$ cat src/rtl/cpu_run_controller.sv
// Run sequencer for the single-cycle core: streams a program into imem, runs the core, stops on halt or cycle limit.
// Optional single-step control is compiled in with `define CPU_STEP_EN.
module cpu_run_controller #(
  parameter int ADDR_W  = 8,
  parameter int DATA_W  = 32,
  parameter int LIMIT_W = 16
) (
  input  logic               clk,
  input  logic               rst,
  input  logic               start,
  input  logic               load_valid,
  output logic               load_ready,
  input  logic [DATA_W-1:0]  load_data,
  input  logic               load_last,
  output logic               imem_we,
  output logic [ADDR_W-1:0]  imem_addr,
  output logic [DATA_W-1:0]  imem_wdata,
  output logic               cpu_rst,
  input  logic [31:0]        cpu_pc,
  input  logic [15:0]        cpu_max,
  input  logic [LIMIT_W-1:0] cycle_limit,
  output logic               busy,
  output logic               done,
  output logic               timeout,
  output logic [15:0]        result,
`ifdef CPU_STEP_EN
  input  logic               step_mode,
  input  logic               step,
  output logic               cpu_en,
`endif
  output logic [2:0]         dbg_state
);

  // Load handshake: a word transfers on any rising edge where load_valid and
  // load_ready are both high; load_ready is only ever high in LOAD.
  typedef enum logic [2:0] {
    S_IDLE    = 3'd0,
    S_LOAD    = 3'd1,
    S_RELEASE = 3'd2,
    S_RUN     = 3'd3,
    S_DONE    = 3'd4
  } state_t;

  state_t               r_state;
  state_t               w_next;
  logic [ADDR_W-1:0]    r_wcnt;
  logic [LIMIT_W-1:0]   r_cyc;
  logic [LIMIT_W-1:0]   r_limit;
  logic [31:0]          r_prev_pc;
  logic                 r_armed;
  logic                 r_timeout;
  logic [15:0]          r_result;

  logic w_accept;
  logic w_start;
  logic w_adv;
  logic w_halt;
  logic w_limit_hit;
  logic w_last_slot;

  assign w_accept    = (r_state == S_LOAD) && load_valid;
  assign w_start     = start && ((r_state == S_IDLE) || (r_state == S_DONE));
  assign w_last_slot = (r_wcnt == {ADDR_W{1'b1}});

`ifdef CPU_STEP_EN
  assign w_adv  = (r_state == S_RUN) && (!step_mode || step);
  assign cpu_en = w_adv;
`else
  assign w_adv  = (r_state == S_RUN);
`endif

  // prev_pc is only meaningful once one enabled RUN cycle has been seen.
  assign w_halt      = w_adv && r_armed && (cpu_pc == r_prev_pc);
  assign w_limit_hit = w_adv && (r_limit != '0) && (r_cyc == (r_limit - LIMIT_W'(1)));

  always_comb begin
    w_next     = r_state;
    load_ready = 1'b0;
    cpu_rst    = 1'b1;
    busy       = 1'b0;
    done       = 1'b0;
    case (r_state)
      S_IDLE: begin
        if (start) w_next = S_LOAD;
      end
      S_LOAD: begin
        load_ready = 1'b1;
        busy       = 1'b1;
        if (w_accept && (load_last || w_last_slot)) w_next = S_RELEASE;
      end
      S_RELEASE: begin
        busy   = 1'b1;
        w_next = S_RUN;
      end
      S_RUN: begin
        cpu_rst = 1'b0;
        busy    = 1'b1;
        if (w_halt || w_limit_hit) w_next = S_DONE;
      end
      S_DONE: begin
        done = 1'b1;
        if (start) w_next = S_LOAD;
      end
      default: w_next = S_IDLE;
    endcase
  end

  assign imem_we    = w_accept;
  assign imem_addr  = r_wcnt;
  assign imem_wdata = load_data;
  assign timeout    = r_timeout;
  assign result     = r_result;
  assign dbg_state  = r_state;

  always_ff @(posedge clk or posedge rst) begin
    if (rst) begin
      r_state   <= S_IDLE;
      r_wcnt    <= '0;
      r_cyc     <= '0;
      r_limit   <= '0;
      r_prev_pc <= '0;
      r_armed   <= 1'b0;
      r_timeout <= 1'b0;
      r_result  <= '0;
    end else begin
      r_state <= w_next;

      // The word counter saturates; the last slot always ends the load.
      if (w_start)
        r_wcnt <= '0;
      else if (w_accept && !w_last_slot)
        r_wcnt <= r_wcnt + ADDR_W'(1);

      if (r_state == S_RELEASE) begin
        r_cyc   <= '0;
        r_limit <= cycle_limit;
        r_armed <= 1'b0;
      end else if (w_adv) begin
        r_cyc     <= r_cyc + LIMIT_W'(1);
        r_prev_pc <= cpu_pc;
        r_armed   <= 1'b1;
      end

      if (w_start) begin
        r_timeout <= 1'b0;
        r_result  <= '0;
      end else if (w_halt || w_limit_hit) begin
        r_result  <= cpu_max;
        r_timeout <= w_limit_hit && !w_halt;
      end
    end
  end

endmodule
$ cat config.mk
export PLATFORM = sky130hd
export DESIGN_NAME = cpu_run_controller
export DESIGN_NICKNAME = d
export VERILOG_FILES = /design/src/rtl/cpu_run_controller.sv
export SDC_FILE = /design/constraint.sdc
export NUM_CORES = 1
export LEC_CHECK = 0
export ABC_AREA = 0
export BUFFER_PORTS_ARGS = -buffer_cell sky130_fd_sc_hd__buf_2
export CORE_MARGIN = 2
export CORE_UTILIZATION = 25
export CTS_CLUSTER_DIAMETER = 60
export DETAILED_ROUTE_END_ITERATION = 8
export HOLD_SLACK_MARGIN = 0.06
export SLEW_MARGIN = 20
export SYNTH_ARGS = -nofsm -noshare
export SYNTH_HDL_FRONTEND = slang
export SYNTH_SLANG_ARGS = --single-unit
$ cat constraint.sdc
create_clock -name clk -period 2.64 [get_ports clk]
set_clock_uncertainty 0.05 [all_clocks]
set_input_delay 0.264 -clock clk [delete_from_list [all_inputs] [get_ports clk]]
set_output_delay 0.264 -clock clk [all_outputs]
set_load 0.005 [all_outputs]
==> impl_metrics.env <==
export IMPL_most_instantiated_library_cell_after_synthesis="sky130_fd_sc_hd__nand2_1"
export IMPL_fin_ws_ns=-0.06886
export IMPL_mappedNetlistNets=700
export IMPL_timing_critical_path_slowest_cell_delay_ns=0.56
export IMPL_cp_max_fo=11
export IMPL_synth_cell_area_sq_um=5379
export IMPL_failed_checks="setup timing"
export IMPL_gp_congestion=0.7857
export IMPL_worstSetupEndpointType="flop"
export IMPL_timing_final_crit_period_ns=2.709
export IMPL_die_w_um=150.7
export IMPL_synth_seq_cells=93
export IMPL_final_layout_size_suffix_gt1_share_pct=29.44
export IMPL_post_drt_wl_per_cell_um=13.79
export IMPL_timing_reg2reg_worst_path_depth=8
export IMPL_route_antenna_remaining_nets=0
export IMPL_first_global_vias=4050
export IMPL_status="complete, but fails checks"
export IMPL_min_to="r_prev_pc[21]$_DFFE_PP0P_"
export IMPL_timing_rr_end="dbg_state[2]$_DFFE_PP0P_"
export IMPL_timing_critical_path_arrival_ns=2.90
export IMPL_area_delta_synth_final_pct=23.01
export IMPL_timing_max_cap_violations=0
export IMPL_critical_path_required_ns=2.83
export IMPL_postSynthCellCount=596
export IMPL_layout_core_utilization_pct=31.38
export IMPL_cts_buffer_count=9
export IMPL_cp_common_cell="sky130_fd_sc_hd__or4_4"
export IMPL_num_antenna_cells=0
export IMPL_power_per_cell_area_nw_per_um2=943.0
export IMPL_ios=166
export IMPL_clk_pin_slew_worst_paths_ns=0.07
export IMPL_worstMarginPinSlew_ns=0.6932
export IMPL_synth_enable_flop_cells=0
export IMPL_ys_warnings_count=0
export IMPL_crit_path_start="r_limit[10]$_DFFE_PP0P_"
export IMPL_grt_util_all_layers_pct=11.83
export IMPL_final_period_utilization_pct=102.6
export IMPL_cp_start_kind="flop"
export IMPL_floorplan_die_height_um=150.7
export IMPL_design_final_nets=792
export IMPL_worst_r2r_startpoint="r_limit[10]$_DFFE_PP0P_"
export IMPL_dpl_cell_count=948
export IMPL_clock_sink_count=93
export IMPL_port_buffer_count=101
export IMPL_num_rows=53
export IMPL_rsz_0062_raised_after_global_routing="yes"
export IMPL_clock_tree_root_cell="sky130_fd_sc_hd__clkbuf_16"
export IMPL_core_area_sq_um=21090
export IMPL_n_fill_cell=2210
export IMPL_layout_cells_non_filler=968
export IMPL_ys_top_cells_by_area="sky130_fd_sc_hd__dfrtp_1 (43%), sky130_fd_sc_hd__nand2_1 (9.3%), sky130_fd_sc_hd__xnor2_1 (5.9%), sky130_fd_sc_hd__buf_4 (4.5%), sky130_fd_sc_hd__xor2_1 (3.9%)"
export IMPL_synth_cells_most_frequent="sky130_fd_sc_hd__nand2_1 (133), sky130_fd_sc_hd__dfrtp_1 (93), sky130_fd_sc_hd__nor2_1 (45)"
export IMPL_fin_setup_tns_ns=-0.2747
export IMPL_slowest_stage="sky130_fd_sc_hd__or4_4"
export IMPL_vdd_ir_drop_worst_mv=0.3869
export IMPL_maximum_frequency_from_static_timing_analysis_mhz=369.2
export IMPL_multi_input_comb_area_sq_um=2703
export IMPL_worstHoldPathType="primary input to flop"
export IMPL_totalPowerFinal_mw=6.239
export IMPL_netlist_area_leader_share_pct=43.27
export IMPL_h_tree_depth=3
export IMPL_timing_reg2reg_setup_slack_ns=-0.07
export IMPL_min_delay_start="cpu_pc[21]"
export IMPL_finalMaxSlewViolations=0
export IMPL_asyncSetResetFlopFracSynth_pct=100.0
export IMPL_hold_viol=0
export IMPL_avgViaCountPerCell=4.524
export IMPL_setup_viol_count_final=15
export IMPL_totalWireLength_um=13350
export IMPL_combined_flip_flop_and_latch_cell_area_sq_um=2327
export IMPL_initial_core_util_pct=25.51
export IMPL_worst_setup_path_type="flop to flop"
export IMPL_place_detailed_hpwl_um=9760
export IMPL_share_of_synthesized_area_occupied_by_flip_flops_and_latches_pct=43.27
export IMPL_detailedRoute_firstPassIterationCount=5
export IMPL_initial_antenna_violation_count=1
export IMPL_die_area_sq_um=22700
export IMPL_grt_pass1_wl_um=21180
export IMPL_pin_count_of_the_biggest_net_entering_global_routing=39
export IMPL_timing_critical_path_cells="or4_4, or4_4, o32ai_4, a2111oi_4, and4_4, and2_4, buf_12, o31a_1"
export IMPL_detail_route_drc_violations=0
export IMPL_worst_skew_pair_late_latency_ns=0.35
export IMPL_hold_path_cell_count=3
export IMPL_netlist_top_cell_by_area="sky130_fd_sc_hd__dfrtp_1"
export IMPL_vias=4379
export IMPL_cts_tree="yes"
export IMPL_grt_remaining_overflow=0
export IMPL_detail_route_iter0_violations=197
export IMPL_synth_top_flop_cell="sky130_fd_sc_hd__dfrtp_1"
export IMPL_ctsLongestPathBuffers=2
export IMPL_static_leakage_power_nw=3.077
export IMPL_hold_ws_ns=0.07519
export IMPL_syn_avg_cell_area_sq_um=9.025
export IMPL_timing_slew_headroom_pct=53.69
export IMPL_ys_types=56
[worst max-delay path by stage]
stage,end,cells past startpoint,slack [ns]
6_report,dbg_state[2]$_DFFE_PP0P_,8,-0.07
5_1_grt,result[10]$_DFFE_PP0P_,10,-0.17
4_1_cts,dbg_state[2]$_DFFE_PP0P_,8,-0.01
3_5_place_dp,result[11]$_DFFE_PP0P_,9,-0.16
3_3_place_gp,result[9]$_DFFE_PP0P_,9,-0.11
2_1_floorplan,dbg_state[0]$_DFFE_PP0P_,10,-0.05
[report_power, final]
group / total, mW / internal (mW) / switching (mW)
sequential: 2.21 / 1.87 / 0.341
combinational: 2.66 / 1.23 / 1.42
clock: 1.37 / 0.768 / 0.606
[area by class of cell]
| type | count | area share (%) |
|---|---|---|
| multi-input combinational | 431 | 40.85 |
| sequential | 93 | 35.17 |
| clock buffer | 10 | 3.612 |
| clock inverter | 6 | 1.040 |
| tap | 275 | 5.200 |
| inverter | 11 | 0.6808 |
| timing repair buffer | 142 | 13.45 |
[what timing repair did]
item | CTS | global route
hold buffers | 1 | 0
buffers inserted | 2 | 1
gates resized for setup | 5 | 10
endpoints found under the hold margin | 25 | 0
endpoints found under the setup margin | 20 | 20
pin swaps | 1 | 1
[registers in the layout, summed over array words and instances, names as in the netlist]
name and cells:
dbg_state 3, imem_addr 8, r_armed 1, r_cyc 16
r_limit 16, r_prev_pc 32, result 16, timeout 1
[per-layer routing]
metal | part of all wire, % | global-route usage, % | vias up
li1 | - | - | 2186
met1 | 48 | 16.80 | 2061
met2 | 44 | 17.43 | 118
met3 | 7.1 | 3.182 | 12
met4 | 1.1 | 3.738 | 2
met5 | 0.097 | 0 | -
[critical path, delay by kind of cell (launching register included)]
kind,cells,cell delay (ns)
simple gates,4,1.43
buf+inv,1,0.14
flops,1,0.38
compound gates,3,0.60
[metrics by stage]
stage / setup slack (ns) / area [sq um]
floorplan: -0.04986 / 5406
global placement: -0.1144 / 6182
detailed placement: -0.1602 / 6182
CTS: -0.01339 / 6568
global route: -0.1659 / 6616
finish: -0.06886 / 6616
[kinds of logic (layout without fill, tap and decap cells)]
family          after synthesis  after routing  synth area share (%)
fa+ha+maj                     3              3                0.6979
flops                        93             93                 43.27
simple gates                273            273                 23.80
buf+inv                      72            169                 8.048
xor+xnor                     60             60                 9.770
mux                          17             17                 3.512
compound gates               78             78                 10.91
[cell usage in the layout (no fill, tap or decap), types with 5 or more instances in the layout]
| master | count |
|---|---|
| sky130_fd_sc_hd__and2_1 | 5 |
| sky130_fd_sc_hd__xor2_1 | 24 |
| sky130_fd_sc_hd__nand4_1 | 12 |
| sky130_fd_sc_hd__clkbuf_16 | 9 |
| sky130_fd_sc_hd__mux2_2 | 15 |
| sky130_fd_sc_hd__nand3_1 | 27 |
| sky130_fd_sc_hd__xnor2_1 | 36 |
| sky130_fd_sc_hd__buf_2 | 101 |
| sky130_fd_sc_hd__buf_12 | 5 |
| sky130_fd_sc_hd__nand2b_1 | 5 |
| sky130_fd_sc_hd__dfrtp_1 | 93 |
| sky130_fd_sc_hd__or4_4 | 5 |
| sky130_fd_sc_hd__nor2b_1 | 5 |
| sky130_fd_sc_hd__buf_4 | 32 |
| sky130_fd_sc_hd__nor3_1 | 7 |
| sky130_fd_sc_hd__o21ai_0 | 18 |
| sky130_fd_sc_hd__a21oi_1 | 12 |
| sky130_fd_sc_hd__o21ai_2 | 9 |
| sky130_fd_sc_hd__or3_1 | 8 |
| sky130_fd_sc_hd__nand2_1 | 133 |
| sky130_fd_sc_hd__inv_1 | 10 |
| sky130_fd_sc_hd__a41oi_1 | 16 |
| sky130_fd_sc_hd__nor2_1 | 43 |
Note: power is estimated with default switching activity, not from simulation.
